`src/rtl/pipe_sched.sv`:
```
// pipe_sched: round-robin scheduler sharing one pipe between two requesters,
// with tagged in-order results returned through a credit-protected response FIFO.
module pipe_sched #(
  parameter int DW = 16,
  parameter int DEPTH = 4
) (
  input  logic          clk,
  input  logic          rst_n,
  input  logic          sched_en,
  input  logic          req0_valid,
  input  logic          req1_valid,
  output logic          req0_ready,
  output logic          req1_ready,
  input  logic [1:0]    req0_cf,
  input  logic [1:0]    req1_cf,
  input  logic [DW-1:0] req0_data0,
  input  logic [DW-1:0] req0_data1,
  input  logic [DW-1:0] req1_data0,
  input  logic [DW-1:0] req1_data1,
  output logic          p_en,
  output logic [1:0]    p_cf,
  output logic [DW-1:0] p_data0,
  output logic [DW-1:0] p_data1,
  input  logic [DW-1:0] p_res0,
  input  logic [DW-1:0] p_res1,
  output logic          rsp_valid,
  input  logic          rsp_ready,
  output logic          rsp_id,
  output logic [DW-1:0] rsp_data0,
  output logic [DW-1:0] rsp_data1,
  output logic          busy
);
  localparam int AW = $clog2(DEPTH);
  typedef enum logic [1:0] {IDLE, RUN, DRAIN} state_t;
  state_t state, state_nx;
  logic last, v1, t0, t1, go, g1, push, pop;
  logic [AW-1:0] wr, rd;
  logic [AW:0] count;
  logic [AW+1:0] used;
  logic [DW-1:0] mem0 [DEPTH];
  logic [DW-1:0] mem1 [DEPTH];
  logic mem_id [DEPTH];
  // every op not yet popped holds a credit: FIFO entries, p_* stage and pipe stage
  assign used = (AW+2)'(count) + (AW+2)'(p_en) + (AW+2)'(v1);
  assign g1 = req1_valid && (!req0_valid || !last);
  assign go = state == RUN && (req0_valid || req1_valid) && used < (AW+2)'(DEPTH);
  assign req0_ready = go && !g1;
  assign req1_ready = go && g1;
  assign push = v1;
  assign rsp_valid = count != '0;
  assign pop = rsp_valid && rsp_ready;
  assign rsp_id = rsp_valid && mem_id[rd];
  assign rsp_data0 = rsp_valid ? mem0[rd] : '0;
  assign rsp_data1 = rsp_valid ? mem1[rd] : '0;
  assign busy = state != IDLE || p_en || v1 || rsp_valid;
  always_comb begin
    state_nx = state;
    case (state)
      IDLE:    state_nx = sched_en ? RUN : IDLE;
      RUN:     state_nx = sched_en ? RUN : DRAIN;
      DRAIN:   state_nx = sched_en ? RUN : (!p_en && !v1 && !rsp_valid) ? IDLE : DRAIN;
      default: state_nx = IDLE;
    endcase
  end
  always_ff @(posedge clk or negedge rst_n) begin
    if (!rst_n) begin
      state   <= IDLE;
      last    <= 1'b1;
      p_en    <= 1'b0;
      p_cf    <= '0;
      p_data0 <= '0;
      p_data1 <= '0;
      t0      <= 1'b0;
      t1      <= 1'b0;
      v1      <= 1'b0;
      wr      <= '0;
      rd      <= '0;
      count   <= '0;
    end else begin
      state <= state_nx;
      p_en  <= go;
      v1    <= p_en;
      t1    <= t0;
      if (go) begin
        last    <= g1;
        t0      <= g1;
        p_cf    <= g1 ? req1_cf : req0_cf;
        p_data0 <= g1 ? req1_data0 : req0_data0;
        p_data1 <= g1 ? req1_data1 : req0_data1;
      end
      if (push) wr <= wr + AW'(1);
      if (pop) rd <= rd + AW'(1);
      count <= count + (AW+1)'(push) - (AW+1)'(pop);
    end
  end
  always_ff @(posedge clk) begin
    if (push) begin
      mem0[wr]   <= p_res0;
      mem1[wr]   <= p_res1;
      mem_id[wr] <= t1;
    end
  end
endmodule

```
`config.mk`:
```
export PLATFORM = sky130hd
export DESIGN_NAME = pipe_sched
export DESIGN_NICKNAME = d
export VERILOG_FILES = /design/src/rtl/pipe_sched.sv
export SDC_FILE = /design/constraint.sdc
export NUM_CORES = 1
export LEC_CHECK = 0
export BUFFER_PORTS_ARGS = -buffer_cell sky130_fd_sc_hd__buf_4
export CORE_MARGIN = 3
export CORE_UTILIZATION = 48
export DETAILED_ROUTE_END_ITERATION = 8
export PLACE_DENSITY = 0.76
export SETUP_SLACK_MARGIN = 0.1
export SLEW_MARGIN = 10
export SYNTH_ARGS = -nofsm -noshare
export SYNTH_HDL_FRONTEND = slang
export SYNTH_SLANG_ARGS = --single-unit
```
`constraint.sdc`:
```
create_clock -name clk -period 2.1 [get_ports clk]
set_input_delay 0.315 -clock clk [delete_from_list [all_inputs] [get_ports clk]]
set_output_delay 0.315 -clock clk [all_outputs]
set_load 0.005 [all_outputs]
```
# Word-level counts from Yosys, hierarchy flattened
# Memory sizes are Yosys's and may differ from the RTL's.
# Cells that the tools add are included.
# word_totals
word_cells	59
mem_count	3
mem_bits_rw	132
input_bits	106
regBits	48
output_inout_bits	72
# classes
n_addsub	6
n_mux	12
n_eq_ne	2
n_reduce_logical	23
order_cmp	1
# memory_table
memory	words	word_bits	rd	rd_clocked_by_memory_dff	write_ports	line	rtl
mem0	4	16	1	0	1	40	logic [DW-1:0] mem0 [DEPTH];
mem1	4	16	1	0	1	41	logic [DW-1:0] mem1 [DEPTH];
mem_id	4	1	1	0	1	42	logic mem_id [DEPTH];
# op_table
op	n
2-to-1 mux 16 bit	4
logical AND 1 bit	9
2-to-1 mux 2 bit	4
logical NOT 1 bit	6
one-hot mux 2 bit (3 select lines)	1
logical OR 1 bit	5
adder 2 x 1 -> 2 bit, second input constant	2
adder 3 x 1 -> 4 bit	1
adder 4 x 1 -> 4 bit	1
< comparator 4 x 3 -> 1 bit, second input constant	1
adder 3 x 1 -> 3 bit	1
2-to-1 mux 1 bit	3
nonzero test 3 bit	1
subtractor 3 x 1 -> 3 bit	1
equality test 2 x 1 -> 1 bit, second input constant	1
equality test 2 bit, second input constant	1
logical NOT 2 bit	1
nonzero test 2 bit	1

# Longest topological paths before layout
# depth
ltp_word	6
depth_mapped	9

# Worst setup path before layout
# No wires, ideal clock.
# synth_path
path_kind	reg-to-reg
from	reg count[2]
to	reg count[2]
path_buffers	1
setup_ns	0.122
required_ns	1.978
slack_ns	-0.088
arrival_ns	2.067
path_stages_with_launch	10
path_cell_list	dfrtp_1 > or3_1 > clkbuf_2 > and2_1 > ha_1 > inv_1 > ha_1 > inv_1 > fa_1 > xor2_1
# synth_via
elab_chain_len	3
# synth_rtl
item	line	rtl
start, declared	38	logic [AW:0] count;
start signal, assigned	93	count <= count + (AW+1)'(push) - (AW+1)'(pop);
nonzero test 3 bit	50	assign rsp_valid = count != '0;
logical AND 1 bit	51	assign pop = rsp_valid && rsp_ready;
net pop	36	logic last, v1, t0, t1, go, g1, push, pop;
subtractor 3 x 1 -> 3 bit	93	
# The timed path passes the listed nets, and every way through them passes these cells.
# A chain may end at the register's enable or synchronous reset.

# Worst setup path after layout
# layout_path
from	reg count[1]
to	out busy
# layout_via
elab_chain_len	2
# layout_rtl
item	line	rtl
nonzero test 3 bit	50	
logical OR 1 bit	55	assign busy = state != IDLE || p_en || v1 || rsp_valid;
end, declared	31	output logic busy
# Every way passes these cells.

==> run summary <==
## Clock tree
- **CTS buffer count** 17
- **maximum level of the CTS H-tree** 4
- **Sink Count** 180
- **maximum buffer depth of the clock tree** 2
- **Worst-path clk slew** 0.06 ns
- **clock root buffer** sky130_fd_sc_hd__clkbuf_16
- **TritonCTS clock tree** done
- **clock latency reported for the late side of the worst-skew pair** 0.42 ns

## Final layout
- **number of antenna repair diodes** 0
- **growth of design area from synthesis to finish** 40.35%
- **Filler Cells Inserted** 963
- **commonest non-fill, non-tap cells in the layout** sky130_fd_sc_hd__buf_4 (165), sky130_fd_sc_hd__edfxtp_1 (132), sky130_fd_sc_hd__dfrtp_1 (46)
- **final core utilization** 0.6984
- **layout cell share with drive strength beyond 1** 0.6414
- **cell area after layout** 10300 sq um
- **commonest non-fill, non-tap cell in the layout** sky130_fd_sc_hd__buf_4
- **Nets** 710
- **final cell count without fillers** 792

## Floorplan
- **initial standard-cell utilization of the core** 0.4976
- **I/O pin count** 178
- **total die area** 16820 sq um
- **count of standard-cell rows** 44
- **Die Width** 129.7 microns
- **Vert. Die Dim** 129.7 microns
- **core region area** 14750 sq um

## Worst setup path
- **slowest stage cell, crit path** sky130_fd_sc_hd__dfrtp_1
- **critical path class** register to primary output
- **largest stage delay on the critical path** 0.39 ns
- **chain of cells forming the critical path** or3_4 -> or3_4 -> or3_4 -> buf_6
- **most frequent cell on the critical path** sky130_fd_sc_hd__or3_4
- **highest net fanout along the worst path** 2
- **critical path launch point type** register
- **crit end category** primary output
- **critical path required time** 1.78 ns
- **CP Data Arrival Time** 2.02 ns

## Pwr
- **maximum resistive drop on vdd** 0.6571 mV
- **Leakage Power** 4.187 nW
- **power density over the cells** 1364 nW/um^2

## GRT
- **number of global-route vias before repair** 4409
- **wire length of the first global-routing pass** 23650 microns
- **GRT Residual Overflow** 0
- **total track usage** 0.1902
- **maximum number of pins on one net before global-route repair** 49
- **antenna violations before repair** 0

## Run status
- **outcome** complete, but fails checks
- **violations in the final reports** negative setup slack

## STA
- **relative slew slack** 0.3844
- **slew of the pin with the lowest slew margin** 0.9233 ns
- **max-slew violation count** 0
- **final hold viol count** 0
- **setup_tns** -5.185 ns
- **achievable frequency** 429.0 MHz
- **minimum setup slack in the final design** -0.2308 ns
- **unrepaired setup endpoints after global routing** yes
- **shortest period the worst path allows** 2.331 ns
- **Max Clock Skew** 0.007528 ns
- **final worst path period share** 1.110
- **setup violators final** 38

## Drt
- **total routed wirelength** 15840 microns
- **DR vias/cell** 5.249
- **total vias in the final route** 4157
- **initial detailed-routing violation count** 259
- **number of routed nets with antenna violations** 0
- **count of TritonRoute iterations in the first routing pass** 4
- **Avg WL per Cell** 20.00 microns
- **# DRC** 0

## Synthesis
- **cell area after technology mapping** 7342 sq um
- **average instance area after synthesis** 19.27 sq um
- **number of standard cells after synthesis** 381
- **share of synthesized area occupied by flip-flops and latches** 0.7036
- **Netlist cell types** 25
- **Net Count, Synth** 496
- **warning count from the yosys run** 0
- **Synth Register Bits** 180

## Placement
- **Placed Cells** 739
- **final HPWL from detailed placement** 9925 microns
- **placement-stage cell area** 9057 sq um
- **count of input and output buffers** 177
- **routability congestion estimate** 0.7565

## Flow run
- **maxcap violations** 0

## Worst hold path
- **class of the tightest hold or removal check** input pin to register

-- area by class of cell --
type                            instances  area (sq um)  share of cell area
Sequential cell                       180          5167              0.5015
Multi-Input combinational cell        173          2292              0.2224
Timing Repair Buffer                  215          1973              0.1915
Clock buffer                           19         432.9             0.04201
Tap cell                              184         230.2             0.02234
Clock inverter                         13         178.9             0.01736
Inverter                                8         30.03            0.002914
-- flip-flops by register name (all words and copies together), names as in the netlist --
register  cells
p_data0      16
rd            2
count         3
p_en          1
wr            2
p_data1      16
mem_id        4
t0            1
last          1
push          1
t1            1
state         2
mem1         64
p_cf          2
mem0         64
-- per-stage QoR --
| step | hold WS, ns | worst slack (ns) | power (mW) |
|---|---|---|---|
| finish | 0.05952 | -0.2308 | 14.05 |
| global route | 0.04677 | -0.2817 | 14.80 |
| CTS | 0.04591 | -0.2611 | 13.51 |
| detailed placement | 0.3668 | 0.01811 | 9.438 |
| global placement | 0.3636 | 0.08360 | 9.295 |
| floorplan | 0.01941 | 0.04060 | 7.221 |
-- what timing repair did --
| item | CTS | global route |
|---|---|---|
| endpoints found under the hold margin | 47 | 0 |
| hold buffers | 1 | 0 |
| setup endpoints to repair | 38 | 68 |
| pin swaps | 10 | 18 |
| setup buffers | 9 | 7 |
| gates resized for setup | 40 | 61 |
| cloned | 4 | 1 |
-- cell usage after synthesis --
cell                       number  area (sq um)
sky130_fd_sc_hd__inv_1          8         30.03
sky130_fd_sc_hd__dfrtp_1       47          1176
sky130_fd_sc_hd__nor2b_1        4         25.02
sky130_fd_sc_hd__o221ai_2       1         15.01
sky130_fd_sc_hd__dfstp_2        1         26.28
sky130_fd_sc_hd__buf_4          2         15.01
sky130_fd_sc_hd__nand2_1        2         7.510
sky130_fd_sc_hd__mux2_2        70         788.3
sky130_fd_sc_hd__fa_1           1         20.02
sky130_fd_sc_hd__buf_2         11         55.05
sky130_fd_sc_hd__and2_1        38         237.7
sky130_fd_sc_hd__a21oi_1        3         15.01
sky130_fd_sc_hd__clkbuf_2       1         5.000
sky130_fd_sc_hd__clkbuf_1       5         18.77
sky130_fd_sc_hd__xnor2_1        1         8.760
sky130_fd_sc_hd__o21ai_0        1         5.000
sky130_fd_sc_hd__mux4_2        33         743.2
sky130_fd_sc_hd__ha_1           8         100.1
sky130_fd_sc_hd__buf_6          1         11.26
sky130_fd_sc_hd__or3_1          3         18.77
sky130_fd_sc_hd__nor2_1         2         7.510
sky130_fd_sc_hd__a21boi_0       2         15.01
sky130_fd_sc_hd__xor2_1         3         26.28
sky130_fd_sc_hd__edfxtp_1     132          3964
sky130_fd_sc_hd__o21a_1         1         7.510
-- final timing paths --
check | slack, ns | depth (start not counted) | end | start
max in group asynchronous | 1.17 | 2 | rd[0] | rst_n
min in group asynchronous | 0.48 | 2 | p_data1[2] | rst_n
max reg2reg | -0.06 | 9 | count[1] | count[1]
min | 0.06 | 2 | state[1] | sched_en
min reg2reg | 0.37 | 0 | t1 | t0
max | -0.23 | 4 | busy | count[1]
-- metal layers --
layer	GRT usage	part of all wire	up-vias
met5	0	0	-
met4	0.06235	0.013	0
met3	0.06884	0.071	23
met2	0.3148	0.52	157
met1	0.2346	0.40	2090
li1	-	-	1887
-- power by group --
| part | switching [mW] | internal [mW] |
|---|---|---|
| Sequential | 0.361 | 4.55 |
| Clock | 1.30 | 1.99 |
| Combinational | 2.05 | 3.81 |
-- critical path, delay by kind of cell (launching register included) --
family                 cells  cell delay [ns]
buffers and inverters      1             0.13
DFF                        1             0.39
and+or+nand+nor            3             1.08
-- logic make-up after synthesis --
group           count (synthesis)  share of synthesized area
simple gates                   49                    0.04039
fa+ha+maj                       9                    0.01636
buf+inv                        28                    0.01840
mux                           103                     0.2086
xor+xnor                        4                   0.004773
compound gates                  8                   0.007837
flops                         180                     0.7036
No activity file was read; power rests on OpenSTA's default activity.
